## src/rtl/tow_pkg.sv

```systemverilog
// Shared types and constants for the tug-of-war scorer.
// Holds the play-state enum, default geometry and the speed-step clamp.
package tow_pkg;

    typedef enum logic [1:0] {
        PLAY  = 2'd0,
        WON   = 2'd1,
        MATCH = 2'd2
    } play_t;

    localparam int DEF_STEPS      = 3;
    localparam int DEF_SPEED_STEP = 2;
    localparam int DEF_MATCH_LEN  = 3;

    // A fast win never moves less than one step nor jumps past the end LED.
    function automatic int clamp_speed(input int spd, input int steps);
        if (spd < 1) return 1;
        if (spd > steps) return steps;
        return spd;
    endfunction

endpackage

```

## src/rtl/tow_led_decode.sv

```systemverilog
// Combinational rope display: one-hot position while playing,
// or the winner's half lit once a game is decided.
module tow_led_decode
    import tow_pkg::*;
#(
    parameter int STEPS = DEF_STEPS,
    parameter int PW    = 4
) (
    input  logic signed [PW-1:0]  pos,
    input  logic                  lwin,
    input  logic                  rwin,
    output logic [2*STEPS:0]      led
);

    for (genvar i = 0; i < 2*STEPS+1; i++) begin : g_bit
        localparam logic signed [PW-1:0] IDX = PW'(i - STEPS);
        assign led[i] = rwin ? (i > STEPS) :
                        lwin ? (i < STEPS) :
                               (pos == IDX);
    end

endmodule

```

## src/rtl/tow_scorer_param.sv

```systemverilog
// Parametrised tug-of-war scorer: applies round results to a signed rope
// position, detects game wins, counts games per side and flags match end.
module tow_scorer_param
    import tow_pkg::*;
#(
    parameter int STEPS      = DEF_STEPS,
    parameter int SPEED_STEP = DEF_SPEED_STEP,
    parameter bit SNAP_BACK  = 1'b1,
    parameter int MATCH_LEN  = DEF_MATCH_LEN,
    parameter int GW         = 4
) (
    input  logic              clk,
    input  logic              rst,
    input  logic              winrnd,
    input  logic              right,
    input  logic              tie,
    input  logic              leds_on,
    input  logic              fake,
    input  logic              winspeed,
    input  logic              new_game,
    output logic [2*STEPS:0]  led,
    output logic              lwin,
    output logic              rwin,
    output logic [GW-1:0]     left_games,
    output logic [GW-1:0]     right_games,
    output logic              match_over,
    output logic              accepted,
    output logic              penalty
);

    localparam int LED_W = 2*STEPS + 1;
    localparam int SPD   = clamp_speed(SPEED_STEP, STEPS);
    // Wide enough to hold an overshoot of up to 2*STEPS either way.
    localparam int PW    = $clog2(2*STEPS + 2) + 1;
    localparam logic signed [PW-1:0] SMAX    = PW'(STEPS);
    localparam logic signed [PW-1:0] SMIN    = PW'(-STEPS);
    localparam logic [LED_W-1:0]     LED_RST = LED_W'(1) << STEPS;

    play_t                 state, state_n;
    logic signed [PW-1:0]  pos, pos_n, step, cand;
    logic                  lwin_n, rwin_n, acc_n, pen_n, toward_r;
    logic [GW-1:0]         lg_n, rg_n, lg_inc, rg_inc;
    logic [LED_W-1:0]      led_n;

    assign lg_inc = (left_games  == '1) ? left_games  : left_games  + 1'b1;
    assign rg_inc = (right_games == '1) ? right_games : right_games + 1'b1;

    always_ff @(posedge clk) begin
        if (rst) begin
            state       <= PLAY;
            pos         <= '0;
            led         <= LED_RST;
            lwin        <= 1'b0;
            rwin        <= 1'b0;
            left_games  <= '0;
            right_games <= '0;
            accepted    <= 1'b0;
            penalty     <= 1'b0;
        end else begin
            state       <= state_n;
            pos         <= pos_n;
            led         <= led_n;
            lwin        <= lwin_n;
            rwin        <= rwin_n;
            left_games  <= lg_n;
            right_games <= rg_n;
            accepted    <= acc_n;
            penalty     <= pen_n;
        end
    end

    always_comb begin
        state_n  = state;
        pos_n    = pos;
        lwin_n   = lwin;
        rwin_n   = rwin;
        lg_n     = left_games;
        rg_n     = right_games;
        acc_n    = 1'b0;
        pen_n    = 1'b0;
        toward_r = right;
        step     = PW'(1);
        cand     = pos;
        if (new_game && state != MATCH) begin
            pos_n   = '0;
            lwin_n  = 1'b0;
            rwin_n  = 1'b0;
            state_n = PLAY;
        end else if (winrnd && state == PLAY) begin
            acc_n = 1'b1;
            if (!tie) begin
                // Jump or decoy: the presser is pushed back a single step.
                if (!leds_on || fake) begin
                    toward_r = !right;
                    pen_n    = 1'b1;
                end else if (winspeed) begin
                    step = PW'(SPD);
                end
                if (SNAP_BACK && pos == SMAX && !toward_r)
                    cand = PW'(1);
                else if (SNAP_BACK && pos == SMIN && toward_r)
                    cand = PW'(-1);
                else
                    cand = toward_r ? pos + step : pos - step;

                if (cand > SMAX) begin
                    rwin_n  = 1'b1;
                    rg_n    = rg_inc;
                    state_n = (rg_inc >= GW'(MATCH_LEN)) ? MATCH : WON;
                end else if (cand < SMIN) begin
                    lwin_n  = 1'b1;
                    lg_n    = lg_inc;
                    state_n = (lg_inc >= GW'(MATCH_LEN)) ? MATCH : WON;
                end else begin
                    pos_n = cand;
                end
            end
        end
    end

    assign match_over = (state == MATCH);

    // Decode the next state so the registered display moves on the same edge.
    tow_led_decode #(.STEPS(STEPS), .PW(PW)) u_decode (
        .pos  (pos_n),
        .lwin (lwin_n),
        .rwin (rwin_n),
        .led  (led_n)
    );

endmodule

```

## config.mk

```make
export PLATFORM = sky130hd
export DESIGN_NAME = tow_scorer_param
export DESIGN_NICKNAME = d
export VERILOG_FILES = /design/src/rtl/tow_pkg.sv /design/src/rtl/tow_led_decode.sv /design/src/rtl/tow_scorer_param.sv
export SDC_FILE = /design/constraint.sdc
export NUM_CORES = 1
export LEC_CHECK = 0
export CAP_MARGIN = 5
export CELL_PAD_IN_SITES_DETAIL_PLACEMENT = 0
export CELL_PAD_IN_SITES_GLOBAL_PLACEMENT = 1
export CORE_ASPECT_RATIO = 1.4
export CORE_UTILIZATION = 36
export CTS_BUF_LIST = sky130_fd_sc_hd__clkbuf_4
export CTS_CLUSTER_SIZE = 25
export DETAILED_ROUTE_END_ITERATION = 16
export GPL_ROUTABILITY_DRIVEN = 0
export GPL_TIMING_DRIVEN = 0
export HOLD_SLACK_MARGIN = 0.05
export PLACE_DENSITY = 0.89
export SYNTH_ARGS = -nofsm -noshare
export SYNTH_HDL_FRONTEND = slang
export SYNTH_SLANG_ARGS = --single-unit
```

## constraint.sdc

```tcl
create_clock -name clk -period 3.1 [get_ports clk]
set_input_delay 0.62 -clock clk [delete_from_list [all_inputs] [get_ports clk]]
set_output_delay 0.62 -clock clk [all_outputs]
set_load 0.05 [all_outputs]
```

# == Yosys cells after proc, flatten, opt, wreduce, memory -nomap -nowiden ==
# Index checks and enable logic that the tools add are counted.
# word_totals
ff_bits,25
in_bits,9
output_inout_bits,20
# op_classes
add_sub_neg,4
magnitude_cmp,4
eq_ne,12
mux,48
bitwise_logic,4
reduce_logical,17
# op_table
op,n
$mux W4,16
$mux W1,26
$eq A4 B3 Y1 const B,5
$mux W2,6
$add A4 B1 Y4 const B,2
$eq A4 B2 Y1 const B,2
$eq A4 B4 Y1 const B,2
$ge A4 B2 Y1 const B,2
$reduce_and A5 Y1,1
$add A4 B4 Y4,1
$eq A4 B1 Y1 const B,1
$gt A4 B3 Y1 const B,1
$logic_and A1 B1 Y1,4
$logic_not A4 Y1,1
$lt A4 B3 Y1 const B,1
$not A1 Y1,4
$reduce_and A4 Y1,1
$reduce_or A2 Y1,2
$reduce_or A4 Y1,1
$sub A4 B4 Y4,1
$logic_not A1 Y1,3
$reduce_and A3 Y1,1
$eq A2 B2 Y1 const B,1
$logic_not A2 Y1,1
3 further kinds,3

# == Depth between registers and ports, before layout ==
# Gate-level depths: netlist of the first run.
# depth
ltp_word,22
mapped_depth,13
ltp_nobuf,12

# == Cells and area by module ==
# Synthesis of the first run repeated with hierarchy kept, for this count alone.
# unflattened
hier_cells,178
area_unflattened_um2,1682.9
# modules_own_cells
mod,instances,cells_per_inst,area_each_um2,seq_area_each_um2
tow_scorer_param,1,164,1572.8,500.5
tow_led_decode,1,14,110.1,0.0

# == Worst setup path before layout of the first run ==
# No wires, ideal clock.
# synth_path
path_type,input to register
from,input port leds_on
to,register led[6]
setup_ns,0.096
arrival_ns,3.224
t_required_ns,3.004
setup_slack_ns,-0.220
stages,12
n_path_buf,0
path_cell_list,nor2b_4 -> xnor2_4 -> nand2_1 -> fa_1 -> xnor2_1 -> nor2_1 -> o21ai_0 -> a21oi_1 -> o21ai_1 -> o21ai_1 -> or4b_1 -> o41ai_2
# synth_between
elab_chain_cells,22
elab_cells_between_ends,40
# synth_rtl
element,line_no,text
"start, declared",tow_scorer_param.sv:17,"input logic leds_on,"
$logic_not A1 Y1 (*),tow_scorer_param.sv:93,if (!leds_on || fake) begin
$logic_or A1 B1 Y1 (*),tow_scorer_param.sv:93,
$mux W2,tow_scorer_param.sv:93,
$mux W4,tow_scorer_param.sv:91,if (!tie) begin
$mux W4,tow_scorer_param.sv:89,end else if (winrnd && state == PLAY) begin
$mux W4,tow_scorer_param.sv:84,if (new_game && state != MATCH) begin
$sub A4 B4 Y4 / $add A4 B4 Y4 (equally long branches),tow_scorer_param.sv:104,cand = toward_r ? pos + step : pos - step;
$mux W4,tow_scorer_param.sv:104,
[... 6 more ...],--,
$mux W4,tow_scorer_param.sv:110,end else if (cand < SMIN) begin
$mux W4,tow_scorer_param.sv:106,if (cand > SMAX) begin
$mux W4,tow_scorer_param.sv:91,
$mux W4,tow_scorer_param.sv:89,
$mux W4,tow_scorer_param.sv:84,
$eq A4 B3 Y1,tow_led_decode.sv:19,(pos == IDX);
$mux W1,tow_led_decode.sv:18,lwin ? (i < STEPS) :
$mux W1 (*),tow_led_decode.sv:17,assign led[i] = rwin ? (i > STEPS) :
"end signal, assigned",tow_scorer_param.sv:62,led <= led_n;
"end, declared",tow_scorer_param.sv:21,"output logic [2*STEPS:0] led,"
# Mark *: on every way between the ends. The rest lies on a longest branch, timed or not. The select of a mux whose other input is x is not followed.
# A chain may end at the register's enable or synchronous reset.

# == Final worst setup path of the first run ==
# layout_path
from,input port fake
to,register led[5]
# layout_between
elab_chain_cells,21
elab_cells_between_ends,39
# layout_rtl
element,line_no,text
"start, declared",tow_scorer_param.sv:18,"input logic fake,"
$logic_or A1 B1 Y1 (*),tow_scorer_param.sv:93,
$mux W2,tow_scorer_param.sv:93,
$mux W4,tow_scorer_param.sv:91,
$mux W4,tow_scorer_param.sv:89,
$mux W4,tow_scorer_param.sv:84,
$sub A4 B4 Y4 / $add A4 B4 Y4 (equally long branches),tow_scorer_param.sv:104,
$mux W4,tow_scorer_param.sv:104,
$mux W4,tow_scorer_param.sv:101,else if (SNAP_BACK && pos == SMIN && toward_r)
[... 5 more ...],--,
$mux W4,tow_scorer_param.sv:110,
$mux W4,tow_scorer_param.sv:106,
$mux W4,tow_scorer_param.sv:91,
$mux W4,tow_scorer_param.sv:89,
$mux W4,tow_scorer_param.sv:84,
$eq A4 B3 Y1,tow_led_decode.sv:19,
$mux W1,tow_led_decode.sv:18,
$mux W1 (*),tow_led_decode.sv:17,
# Marks and branches as above.

==> impl_metrics.py, run 1 <==
metrics = {
    "logic_synthesis": {
        "synthCells": 179,
        "synthArstFlopShare_pct": 0,
        "synth_edf_count": 0,
        "ys_types": 51,
        "avgSynthCellArea_um2": 8.48,
        "seq_area_frac_synth_pct": 33.0,
        "syn_area_um2": 1520,
        "synthFlopType": "dfxtp_1",
        "yosys_warnings": 0,
        "synth_nets": 194,
        "ys_seq_elements": 25,
    },
    "detailed_routing": {
        "wl_mm": 3.89,
        "drc": 2,
        "dr.pass1.iters": 11,
        "ant_nets": 0,
        "vias": 1527,
        "drt_iter0_markers": 55,
        "wire_per_inst_um": 14.4,
        "viasPerCell": 5.66,
    },
    "global_route": {
        "grtUsageMet3_pct": 2.77,
        "antenna_found_initial": 0,
        "grtUsageMet2_pct": 29.8,
        "grt_pass1_vias": 1355,
        "top_usage_layer": "met2",
        "grt_overflow": 0,
        "use_met1_pct": 22.3,
        "grt_start_max_net_pins": 16,
        "grt.total_usage_pct": 17.6,
        "grt_pass1_wl_mm": 6.29,
    },
    "final_layout": {
        "layout_commonest_cell": "dfxtp_1",
        "fillCellCount": 359,
        "syn_to_final_growth_pct": 44.2,
        "antenna_cells": 0,
        "nets": 243,
        "layout_common_cells": "dfxtp_1, clkdlybuf4s50_1, nor2_1",
        "final_util_pct": 54.9,
        "drive_above_1_share_pct": 28.2,
    },
    "worst_setup_path": {
        "ff2ff_path_depth": 10,
        "worstSetupStartpointType": "input pin",
        "r2r_start": "pos[0]$_SDFF_PP0_",
        "worst_path_most_repeated_cell": "o21ai_1",
        "cp_data_arrival_time_ps": 3330,
        "end_kind": "flop",
        "crit_path_max_fanout": 4,
        "required_ps": 3370,
        "cp_slowest_cell": "or4b_4",
        "cp_num_buf_inv": 1,
        "crit_end": "led[5]$_SDFF_PP0_",
        "path_delay_family": "simple AND/OR/NAND/NOR gates",
        "crit_type": "in -> reg",
        "crit_chain": "buf_2 -> nor2b_4 -> nand2_2 -> ha_4 -> fa_2 -> nor2_1 -> nor2_4 -> o21ai_1 -> o31ai_1 -> and3_1 -> o21ai_1 -> or4b_4 -> o31ai_4",
        "slowest_delay_ps": 520,
        "r2r_setup_slack_ps": 120,
        "cp_num_cells": 13,
        "r2r-end": "led[5]$_SDFF_PP0_",
        "crit_start": "fake",
    },
    "power_and_ir_drop": {
        "swShare_pct": 34.4,
        "p_comb_share_pct": 37.0,
        "p_sw_mw": 0.269,
        "p_total_mw": 0.783,
        "power_density_nw_per_um2": 358,
        "seqPwrFrac_pct": 43.4,
        "power.leakage_nw": 0.826,
        "intPower_mw": 0.514,
        "clkPwrFrac_pct": 19.6,
        "ir_worst_vdd_v": 0.000222,
    },
    "worst_hold_path": {
        "holdPathStages": 1,
        "hold_path_class": "reg -> reg",
        "worstHoldStart": "state[0]$_SDFFE_PP0P_",
    },
    "clock_network": {
        "cts_max_level": 1,
        "cts_root_buf": "clkbuf_4",
        "clock_sinks": 25,
        "cts_made_buffers": 3,
        "clock_latency_ps": 330,
        "cts_tree": "yes",
        "clk_pin_slew_ps": 140,
        "clk_path_buf_depth": 2,
    },
    "floorplan": {
        "io-pin-count": 29,
        "dieHeight_um": 78.8,
        "die_x_um": 56.9,
        "rows": 27,
        "die-area_um2": 4480,
        "initial_core_util_pct": 38.1,
        "core_area_um2": 3990,
    },
    "placed_design": {
        "dp_slack_ps": -837,
        "portBuffers": 28,
        "hpwlAfterDp_mm": 2.62,
    },
    "run": {
        "maxCapViolCount": 0,
    },
    "sta": {
        "skew_ps": 7.17,
        "fin_crit_sh_pct": 98.8,
        "finalCriticalPeriod_ps": 3060,
        "hold_viol_final": 0,
        "drv_slew": 0,
        "max_freq_ghz": 0.327,
        "hold_slack_ps": 500,
        "finalSetupViolations": 0,
        "layout_setup_ws_ps": 38.2,
        "tightest_slew_ps": 516,
        "maxSlewHeadroom_pct": 65.4,
    },
    "outcome": {
        "violations": "DRC",
        "status": "finished with violations",
    },
}
==> cell type report <==
class / count / area [µm²] / area share, %
multi-input cells: 142 / 1140 / 52.1
flip-flops and latches: 25 / 500 / 22.9
repair buffers: 44 / 405 / 18.5
well taps: 43 / 53.8 / 2.46
inverters: 7 / 31.3 / 1.43
plain buffers: 5 / 26.3 / 1.20
clock buffers: 3 / 22.5 / 1.03
clock inverters: 1 / 7.51 / 0.343
==> cells in the mapped netlist (3+ instances only) <==
master	count	area [µm²]
a211oi_1	3	22.5
xnor2_1	4	35.0
dfxtp_1	25	500
nand2_1	16	60.1
nand3_1	5	25.0
nor2_1	21	78.8
a21oi_1	14	70.1
ha_1	5	62.6
o31ai_1	3	22.5
inv_1	6	22.5
mux2i_1	3	30.0
clkbuf_1	3	11.3
o21ai_1	3	15.0
and2_1	3	18.8
o21ai_0	11	55.1
nor3_1	9	45.0
==> logic make-up (layout without fill, tap and decap cells) <==
family | count (synthesis) | count (layout) | synth area share, %
mux | 4 | 4 | 2.89
flops | 25 | 25 | 33.0
fa+ha+maj | 6 | 6 | 5.44
xor+xnor | 5 | 5 | 4.12
buf+inv | 12 | 60 | 3.79
simple gates | 73 | 73 | 25.5
compound gates | 54 | 54 | 25.3
==> worst reg2reg max path, stage by stage, from the launching register on <==
cell and delay [ps]:
dfxtp_1 580, ha_4 210, fa_2 440, nor2_1 260
nor2_4 80, o21ai_1 150, o31ai_1 100, and3_1 210
o21ai_1 110, or4b_4 520, o31ai_4 240
==> layer usage <==
metal | vias up | share of wire, %
met5 | - | 0
li1 | 756 | -
met3 | 12 | 3.9
met2 | 37 | 50
met4 | 0 | 2.4
met1 | 722 | 44
==> timing repair <==
action / CTS / global route
resized for setup: 19 / 14
pin swaps: 11 / 13
buffers inserted: 13 / 3
endpoints found under the setup margin: 19 / 9
hold buffers: 0 / 0
==> power by group through the flow <==
stage	Sequential [mW]	Combinational [mW]	Clock, mW
after CTS	0.340	0.259	0.159
after global placement	0.346	0.225	0
after global routing	0.342	0.310	0.171
after floorplan	0.371	0.145	0
final	0.340	0.289	0.154
after detailed placement	0.347	0.224	0
==> per-stage QoR <==
stage / setup TNS (ps) / instances / cell area [µm²]
final: 0 / 270 / 2190
after floorplan: -251 / 179 / 1600
after global placement: -12610 / 250 / 1930
after detailed placement: -12760 / 250 / 1930
after global routing: -187 / 270 / 2190
after CTS: 0 / 267 / 2090
==> sequential cells by signal, summed over array words and instances, names as in the netlist <==
signal,cells
penalty,1
left_games,4
lwin,1
pos,4
state,2
right_games,4
rwin,1
accepted,1
led,7
==> how the worst min path moves through the flow <==
stage | to | slack [ps]
after floorplan | state[0]$_SDFFE_PP0P_ | 450
after global placement | state[0]$_SDFFE_PP0P_ | 470
after detailed placement | state[0]$_SDFFE_PP0P_ | 470
after CTS | state[0]$_SDFFE_PP0P_ | 500
after global routing | state[0]$_SDFFE_PP0P_ | 540
final | state[0]$_SDFFE_PP0P_ | 500
No activity file was read; power rests on OpenSTA's default activity.
==> inputs of run 2 (changes only) <==
--- a/config.mk
+++ b/config.mk
@@ -13,7 +13,6 @@
 export CTS_BUF_LIST = sky130_fd_sc_hd__clkbuf_4
 export CTS_CLUSTER_SIZE = 25
 export DETAILED_ROUTE_END_ITERATION = 16
-export GPL_ROUTABILITY_DRIVEN = 0
 export GPL_TIMING_DRIVEN = 0
 export HOLD_SLACK_MARGIN = 0.05
 export PLACE_DENSITY = 0.89
==> results of run 2 <==
Final layout, timing and power as in run 1 (identical DEF).
==> inputs of run 3 (changes only) <==
--- a/config.mk
+++ b/config.mk
@@ -5,17 +5,19 @@
 export SDC_FILE = /design/constraint.sdc
 export NUM_CORES = 1
 export LEC_CHECK = 0
+export ABC_AREA = 1
 export CAP_MARGIN = 5
 export CELL_PAD_IN_SITES_DETAIL_PLACEMENT = 0
 export CELL_PAD_IN_SITES_GLOBAL_PLACEMENT = 1
 export CORE_ASPECT_RATIO = 1.4
-export CORE_UTILIZATION = 36
+export CORE_MARGIN = 2
+export CORE_UTILIZATION = 34
 export CTS_BUF_LIST = sky130_fd_sc_hd__clkbuf_4
 export CTS_CLUSTER_SIZE = 25
 export DETAILED_ROUTE_END_ITERATION = 16
 export GPL_TIMING_DRIVEN = 0
 export HOLD_SLACK_MARGIN = 0.05
-export PLACE_DENSITY = 0.89
+export PLACE_DENSITY = 0.88
 export SYNTH_ARGS = -nofsm -noshare
 export SYNTH_HDL_FRONTEND = slang
 export SYNTH_SLANG_ARGS = --single-unit
==> run 3 against run 2 <==
  * The run now ends clean
  * Setup slack gained 170 ps
  * Clock power fell by 3%
  * Register-to-register slack better by 730 ps
  * Worst hold slack worse by 13 ps
  * Die area grew 10%
  * Sequential share of layout area up 3.4 points
  * Largest cell class unchanged
  * Clock skew fell by 3.2 ps
==> impl_metrics.py, run 3 <==
metrics = {
    "worst_setup_path": {
        "r2r-end": "led[6]$_SDFF_PP0_",
        "worst_path_most_repeated_cell": "nand2_1",
        "cp_data_arrival_time_ps": 3180,
        "r2r_start": "pos[0]$_SDFF_PP0_",
        "ff2ff_path_depth": 14,
        "crit_path_max_fanout": 4,
        "end_kind": "flop",
        "required_ps": 3380,
        "crit_chain": "clkdlybuf4s50_1 -> nand2_1 -> inv_1 -> nand2_1 -> ha_1 -> fa_2 -> xnor2_2 -> nand2_4 -> nand2_2 -> inv_2 -> nand2_4 -> nand2_4 -> nand4_1 -> nand2_1 -> nor2_4 -> buf_4 -> nand3_1 -> nand2_1",
        "r2r_setup_slack_ps": 850,
        "cp_slowest_cell": "clkdlybuf4s50_1",
        "crit_end": "led[6]$_SDFF_PP0_",
        "crit_type": "in -> reg",
        "worstSetupStartpointType": "input pin",
        "slowest_delay_ps": 500,
        "crit_start": "leds_on",
    },
    "floorplan": {
        "rows": 28,
        "die_x_um": 60.0,
        "io-pin-count": 29,
        "initial_core_util_pct": 35.2,
        "core_area_um2": 4240,
        "die-area_um2": 4950,
        "dieHeight_um": 82.4,
    },
    "detailed_routing": {
        "ant_nets": 0,
        "wire_per_inst_um": 10.6,
        "wl_mm": 3.14,
        "drc": 0,
        "vias": 1395,
        "dr.pass1.iters": 4,
        "viasPerCell": 4.71,
        "drt_iter0_markers": 49,
    },
    "final_layout": {
        "nets": 252,
        "layout_commonest_cell": "nand2_1",
        "largest_reg_flops": 7,
        "antenna_cells": 0,
        "syn_to_final_growth_pct": 27.6,
        "layout_common_cells": "nand2_1, clkdlybuf4s50_1, dfxtp_1",
        "drive_above_1_share_pct": 19.1,
        "largest-register": "led",
    },
    "power_and_ir_drop": {
        "clkPwrFrac_pct": 21.3,
        "intPower_mw": 0.458,
        "power_density_nw_per_um2": 371,
        "power.leakage_nw": 0.831,
        "p_sw_mw": 0.249,
        "p_total_mw": 0.707,
        "swShare_pct": 35.2,
        "seqPwrFrac_pct": 48.7,
        "p_comb_share_pct": 30.1,
        "ir_worst_vdd_v": 0.000224,
    },
    "clock_network": {
        "cts_hold_buf": 0,
        "clk_pin_slew_ps": 140,
        "cts_max_level": 1,
        "cts_root_buf": "clkbuf_4",
        "clock_latency_ps": 320,
        "cts_made_buffers": 3,
        "clk_path_buf_depth": 2,
        "cts_tree": "yes",
        "clock_sinks": 25,
    },
    "logic_synthesis": {
        "synth_top_area_share_pct": 33.5,
        "avgSynthCellArea_um2": 7.32,
        "ys_types": 33,
        "syn_area_um2": 1490,
        "yosys_warnings": 0,
        "synthArstFlopShare_pct": 0,
        "synthCells": 204,
        "ys_seq_elements": 25,
        "synth.top_cells.by_area": "dfxtp_1, nand2_1, nand3_1, inv_1, a21oi_1",
        "synthFlopType": "dfxtp_1",
        "synth_edf_count": 0,
        "yosys.area.top_type": "dfxtp_1",
        "synth_nets": 219,
        "seq_area_frac_synth_pct": 33.5,
        "ys_top_cells_by_count": "nand2_1, dfxtp_1, nand3_1",
        "yosys.cell_count.top_type": "nand2_1",
    },
    "placed_design": {
        "hpwlAfterDp_mm": 2.50,
        "portBuffers": 27,
        "place_congestion": 0.745,
    },
    "outcome": {
        "status": "completed",
    },
    "global_route": {
        "grt_overflow": 0,
        "antenna_found_initial": 0,
        "grt_pass1_vias": 1257,
        "grt_start_max_net_pins": 15,
        "grt.total_usage_pct": 13.8,
        "grt_pass1_wl_mm": 5.31,
    },
    "worst_hold_path": {
        "hold_path_class": "reg -> reg",
        "holdPathStages": 2,
    },
    "run": {
        "maxCapViolCount": 0,
    },
    "sta": {
        "finalCriticalPeriod_ps": 2900,
        "finalSetupViolations": 0,
        "drv_slew": 0,
        "fin_crit_sh_pct": 93.4,
        "max_freq_ghz": 0.345,
        "hold_viol_final": 0,
        "hold_slack_ps": 487,
        "tightest_slew_ps": 898,
        "rsz0062_at_grt": "no",
        "skew_ps": 3.96,
        "maxSlewHeadroom_pct": 39.7,
    },
}
==> run 3: cell count changes after synthesis, moves of 6 or more <==
cell	delta
inv_2	+9
inv_1	+12
nand2_2	+6
nor2_1	-9
nand2_1	+27
nand3_1	+15
nor3_1	-9
==> run 3: cell families (layout without fill, tap and decap cells) <==
kind of cell | count (synthesis) | after routing | synth area share [%]
AND/OR/NAND/NOR | 109 | 109 | 39.7
buffers and inverters | 30 | 62 | 7.54
AO/OA/AOI/OAI | 29 | 29 | 10.7
flip-flops | 25 | 25 | 33.5
adder cells (fa/ha/maj) | 6 | 6 | 5.53
XOR/XNOR | 4 | 4 | 2.35
multiplexers | 1 | 1 | 0.670
==> run 3: layout make-up <==
cell class	count	area [µm²]
Buffer	2	7.51
Clock buffer	3	22.5
Clock inverter	1	5.00
Fill cell	441	2330
Inverter	28	105
Multi-Input combinational cell	149	913
Sequential cell	25	500
Tap cell	60	75.1
Timing Repair Buffer	28	278
==> run 3: worst min-delay path by stage <==
stage	start	endpoint	slack (ps)
CTS	state[0]$_SDFFE_PP0P_	state[0]$_SDFFE_PP0P_	490
global route	state[0]$_SDFFE_PP0P_	state[0]$_SDFFE_PP0P_	520
floorplan	state[1]$_SDFFE_PP0P_	state[1]$_SDFFE_PP0P_	450
detailed placement	state[0]$_SDFFE_PP0P_	state[0]$_SDFFE_PP0P_	470
finish	state[1]$_SDFFE_PP0P_	state[1]$_SDFFE_PP0P_	490
global placement	state[1]$_SDFFE_PP0P_	state[1]$_SDFFE_PP0P_	470
==> run 3: worst max-delay path, delay by kind of cell <==
| family | cells | cell delay, ps |
|---|---|---|
| buffers and inverters | 4 | 760 |
| AND/OR/NAND/NOR | 11 | 1010 |
| adder cells (fa/ha/maj) | 2 | 580 |
| XOR/XNOR | 1 | 190 |
==> run 3: what timing repair did <==
| item | CTS | global route |
|---|---|---|
| setup endpoints to repair | 0 | 7 |
| gates resized for setup | 0 | 7 |
| buffers inserted | 0 | 1 |
==> run 3: metrics by stage <==
stage | cells | instance area (µm²) | setup TNS, ps | setup slack (ps) | util (%)
after detailed placement | 291 | 1840 | -2000 | -238 | 43.4
after global placement | 291 | 1840 | -1830 | -242 | 43.4
after floorplan | 204 | 1490 | 0 | 519 | -
final | 296 | 1910 | 0 | 204 | 45.0
after global routing | 296 | 1910 | 0 | 7.15 | 45.0
after CTS | 295 | 1870 | 0 | 107 | 44.0
==> run 3: routing by layer <==
metal	track usage (%)	vias to the layer above	routed length, µm
li1	-	739	-
met1	16.5	630	1390
met2	24.7	22	1590
met3	1.87	4	118
met4	4.67	0	42
met5	0	-	0
==> run 3: power by group through the flow <==
| stage | registers, mW | clock network [mW] | logic, mW |
|---|---|---|---|
| after global routing | 0.346 | 0.167 | 0.235 |
| after floorplan | 0.385 | 0 | 0.119 |
| after detailed placement | 0.351 | 0 | 0.205 |
| after global placement | 0.351 | 0 | 0.204 |
| final | 0.344 | 0.150 | 0.213 |
| after CTS | 0.344 | 0.156 | 0.207 |
